### config.mk
export PLATFORM = sky130hd
export DESIGN_NAME = tone_generator
export DESIGN_NICKNAME = d
export VERILOG_FILES = /design/src/rtl/tone_generator.sv
export SDC_FILE = /design/constraint.sdc
export NUM_CORES = 1
export LEC_CHECK = 0
export CAP_MARGIN = 10
export CORE_MARGIN = 2
export CORE_UTILIZATION = 45
export CTS_CLUSTER_SIZE = 8
export DETAILED_ROUTE_END_ITERATION = 8
export PLACE_DENSITY = 0.69
export SETUP_SLACK_MARGIN = 0.3
export SLEW_MARGIN = 20
export SYNTH_ARGS = -nofsm -noshare
export SYNTH_HDL_FRONTEND = slang
export SYNTH_SLANG_ARGS = --single-unit
### constraint.sdc
create_clock -name clk -period 3.51 [get_ports clk]
set_clock_uncertainty 0.05 [all_clocks]
set_input_delay 0.702 -clock clk [delete_from_list [all_inputs] [get_ports clk]]
set_output_delay 0.702 -clock clk [all_outputs]
set_load 0.01 [all_outputs]
### src/rtl/tone_generator.sv
// Square-wave tone channel: a 10-bit down-counter stepped by the /16 tick enable
// flips the output each time it expires, giving a half-period of freq ticks.
module tone_generator #(
    parameter int unsigned INITIAL_COUNT = 0
) (
    input  logic       clk,
    input  logic       reset_n,
    input  logic       clk_div16_en,
    input  logic [9:0] freq,
    output logic       audio_out
);

    // Per-instance start offset keeps the three channels out of phase.
    localparam logic [9:0] START_COUNT = 10'(INITIAL_COUNT);

    logic [9:0] count;
    logic       out_level;

    // freq is only looked at on reload, so a new tone value never cuts short
    // the half-period already in progress. freq==0 reloads 1023 (1024 ticks).
    always_ff @(posedge clk or negedge reset_n) begin
        if (!reset_n) begin
            count     <= START_COUNT;
            out_level <= 1'b0;
        end else if (clk_div16_en) begin
            if (count == 10'd0) begin
                count     <= freq - 10'd1;
                out_level <= ~out_level;
            end else begin
                count <= count - 10'd1;
            end
        end
    end

    assign audio_out = out_level;

endmodule

---- After elaboration in Yosys (flattened, before gate mapping) ----
Index checks and enable logic that the tools add are counted.
storage, ports and cells
  register bits after elaboration ......... 11
operators by class
  $add $sub $neg .......................... 2
  muxes and demuxes ....................... 1
  bitwise logic cells ..................... 1
  reduce and logical (&&, ||, !) cells .... 2
operators by type and width
  operator               count
  $sub 10x1->10 const B  2
  $logic_not 10->1       1
  $mux 10                1
  $reduce_and 2->1       1
  $not 1->1              1

---- Logic depth before layout (Yosys ltp) ----
  word-level depth ........................ 2
  depth in mapped cells ................... 11
  gate-level depth less buffers ........... 9

---- Worst setup path after synthesis ----
No wires, ideal clock.
  path kind ............................... register to register
  start point ............................. register count[8]
  end point ............................... register count[8]
  library setup time ...................... 0.118 ns
  arrival time ............................ 2.483 ns
  data required time ...................... 3.342 ns
  setup slack ............................. 0.859 ns
  cell stages (with the launch flop) ...... 12
  path buffers ............................ 2
  path through ............................ dfrtp_1 buf_2 nor2_1 and4_1 buf_2 a21oi_1 ha_1 nor4b_1 nand2_1 nor3_2 mux2_1 a21o_1
on the way
  cells in the longest elaborated chain, start to end .. 2
  elaborated cells on any way between the ends .. 3
RTL lines
  item                                                      line    text
  start, declared                                           16      logic [9:0] count;
  start signal, assigned                                    27      count <= freq - 10'd1;
  start signal, assigned                                    30      count <= count - 10'd1;
  $sub 10x1->10 / $logic_not 10->1 (equally long branches)  30, 26
  $mux 10 *                                                 26      if (count == 10'd0) begin
Every way passes the cells marked *; elsewhere a longest branch is shown, timed or not.
A chain may end at the register's enable or synchronous reset.

---- Worst setup path in the final report ----
Ends and elaborated chain as after synthesis.

==> results.toml <==
[clock_network]
cts_tree = "built"
clkTransAtPathRegs_ns = 0.08
cts-root-buf = "clkbuf_4"
cts_buffer_depth = 2
cts_made_buffers = 3
postCtsSetupBuffers = 0
cts_num_sinks = 11
postCtsHoldBufs = 0
cts_resized = 0
htreeDepth = 1
clkLatencyLatePin_ns = 0.27

[power]
p_int_mw = 0.348
power_mw = 0.595
leakagePower_nw = 0.389
seq_power_share_pct = 42.9
p_comb_share_pct = 41.9
clockPowerShare_pct = 15.2
switching_share_pct = 41.6
ir_drop_v = 0.000315
p_sw_mw = 0.247
power.density_nw_per_um2 = 592

[synthesis]
synth_largest_area_cell = "dfrtp_1"
synthDistinctLibCells = 44
yosysSeqAreaShare_pct = 33.2
synth_top_cell_area_share_pct = 33.2
synthTopCellsByArea = "dfrtp_1 (33%), nor2_1 (5.0%), a2111oi_4 (3.3%)"
syn_inst = 95
avgSynthCellArea_um2 = 8.72
synth_area_um2 = 828
yosys_warnings = 0
async_flop_share_pct = 100
ys_seq_elements = 11
synth_ff_type = "dfrtp_1"
synth-edff-count = 0
syn-num-nets = 109

[sta]
final.setup.tns_ns = 0
fin_crit_sh_pct = 81.1
slew_headroom_pct = 54.6
max_freq_mhz = 351
holdWs_ns = 0.429
drv_slew = 0
min_period_ns = 2.85
worstMarginPinSlew_ns = 0.678
setup_viol = 0
hold_violations = 0
rsz0062_at_grt = "no"

[job]
maxCapViolations = 0

[floorplan]
num_rows = 15
io_pins = 14
start_util_pct = 48.0
die_w_um = 46.9
fp.dieH_um = 46.9
fp.coreArea_um2 = 1730
dieArea_um2 = 2200

[run_status]
status = "finished clean"

[finish]
syn2layout_area_growth_pct = 21.3
nets = 123
antenna_cells = 0
final_common_cell = "clkdlybuf4s50_1"
final_layout_size_suffix_gt1_share_pct = 10.2
final_cell_mix = "clkdlybuf4s50_1 (13), nor2_1 (11), dfrtp_1 (11), nand2_1 (6)"
fillers = 168

[setup_path]
cp_max_fo = 12
reg2reg_to = "count[8]$_DFFE_PN0P_"
cp_cell_sequence = "nor2_1, and4_1, a21oi_1, ha_1, nor4b_2, nand2_1, nor3_2, mux2_1, a21o_1"
slowest_stage = "dfrtp_1"
cp.arrival_ns = 2.97
max_stage_delay_ns = 0.55
cp-start-kind = "register"
rrSetupSlack_ns = 0.66
required_ns = 3.63
critPathKind = "register to register"
worstSetupEndpointType = "register"
reg2reg_depth = 9
r2r-start = "count[8]$_DFFE_PN0P_"

[route]
drt_first_pass_iters = 4
vias = 785
drt_wl_total_um = 1890
via_per_inst = 5.90
ant_nets = 0
wl_per_cell_um = 14.2
drcViolationCount = 0
drt_iter0_drc = 26

[hold_path]
hold_end = "audio_out$_DFFE_PN0P_"
holdPathStages = 1
hold_class = "register to register"
hp-start = "audio_out$_DFFE_PN0P_"

[global_routing]
antenna_found_initial = 0
grt_max_degree = 21
grt_pass1_vias = 681
grt_pass1_wl_um = 3130
grt.overflow.total = 0
track_usage_pct = 20.3

[placed_design]
gp_congestion = 0.859
portBuffers = 13
dp_hpwl_um = 1390
[flip-flops by register name, indices dropped and copies added, names as in the netlist]
register and cells:
count 10, audio_out 1
[layer usage]
metal | wire (um) | up-vias | GRT usage, % | share of wire [%]
li1 | - | 388 | - | -
met1 | 894 | 361 | 29.3 | 47
met2 | 860 | 34 | 28.8 | 45
met3 | 128 | 2 | 3.85 | 6.8
met4 | 9 | 0 | 10.0 | 0.48
met5 | 0 | - | 0 | 0
[critical path: cells and delay by family (launching register included)]
kind	cells	cell delay, ns
fa+ha+maj	1	0.28
simple gates	5	1.14
mux	1	0.33
compound gates	2	0.37
flops	1	0.55
[metrics by stage]
stage	worst slack (ns)	instances	util, %	instance area (um^2)
finish	0.664	133	58.2	1000
floorplan	0.859	95	-	828
detailed placement	0.455	129	56.3	972
global route	0.427	133	58.2	1000
global placement	0.500	129	56.3	972
CTS	0.527	133	57.8	998
[logic make-up (layout without fill, tap and decap cells)]
kind of cell / count (synthesis) / count (layout) / share of synthesized area (%)
multiplexers: 2 / 2 / 2.57
buffers and inverters: 8 / 21 / 3.93
flip-flops: 11 / 11 / 33.2
AND/OR/NAND/NOR: 44 / 44 / 30.1
adder cells (fa/ha/maj): 1 / 1 / 1.51
XOR/XNOR: 2 / 2 / 2.12
AO/OA/AOI/OAI: 27 / 27 / 26.6
[synth_stat cells (2+ instances only)]
cell,n
o2bb2ai_1,2
dfrtp_1,11
inv_1,4
a21o_1,2
a31oi_1,2
nor3_1,5
a21oi_1,5
buf_2,2
o21ai_0,3
and4_1,2
or3_4,2
nand3_1,5
nand2_1,6
nand2b_1,3
nor2_1,11
or2_2,2
[power groups by stage]
stage	clock [mW]	sequential [mW]	combinational (mW)
3_5_place_dp	0	0.254	0.246
3_3_place_gp	0	0.251	0.243
2_1_floorplan	0	0.223	0.209
4_1_cts	0.0939	0.252	0.248
5_1_grt	0.102	0.264	0.279
6_report	0.0906	0.255	0.249
[area by class of cell]
type	instances	area, um^2	area share (%)
inverter	4	15.0	1.49
multi-input combinational	76	527	52.4
tap	25	31.3	3.11
timing repair buffer	13	130	13.0
clock buffer	4	26.3	2.62
sequential	11	275	27.4
[how the worst max path moves through the flow]
stage                               startpoint                   end  slack [ns]  cells after the start
final                     count[8]$_DFFE_PN0P_  count[8]$_DFFE_PN0P_        0.66                      9
after global routing      count[8]$_DFFE_PN0P_  count[8]$_DFFE_PN0P_        0.43                      9
after CTS                 count[8]$_DFFE_PN0P_  count[8]$_DFFE_PN0P_        0.53                      9
after detailed placement               freq[0]  count[8]$_DFFE_PN0P_        0.45                      8
after global placement                 freq[0]  count[8]$_DFFE_PN0P_        0.50                      8
after floorplan           count[8]$_DFFE_PN0P_  count[8]$_DFFE_PN0P_        0.86                     11
Power figures use the tool's default switching activity.
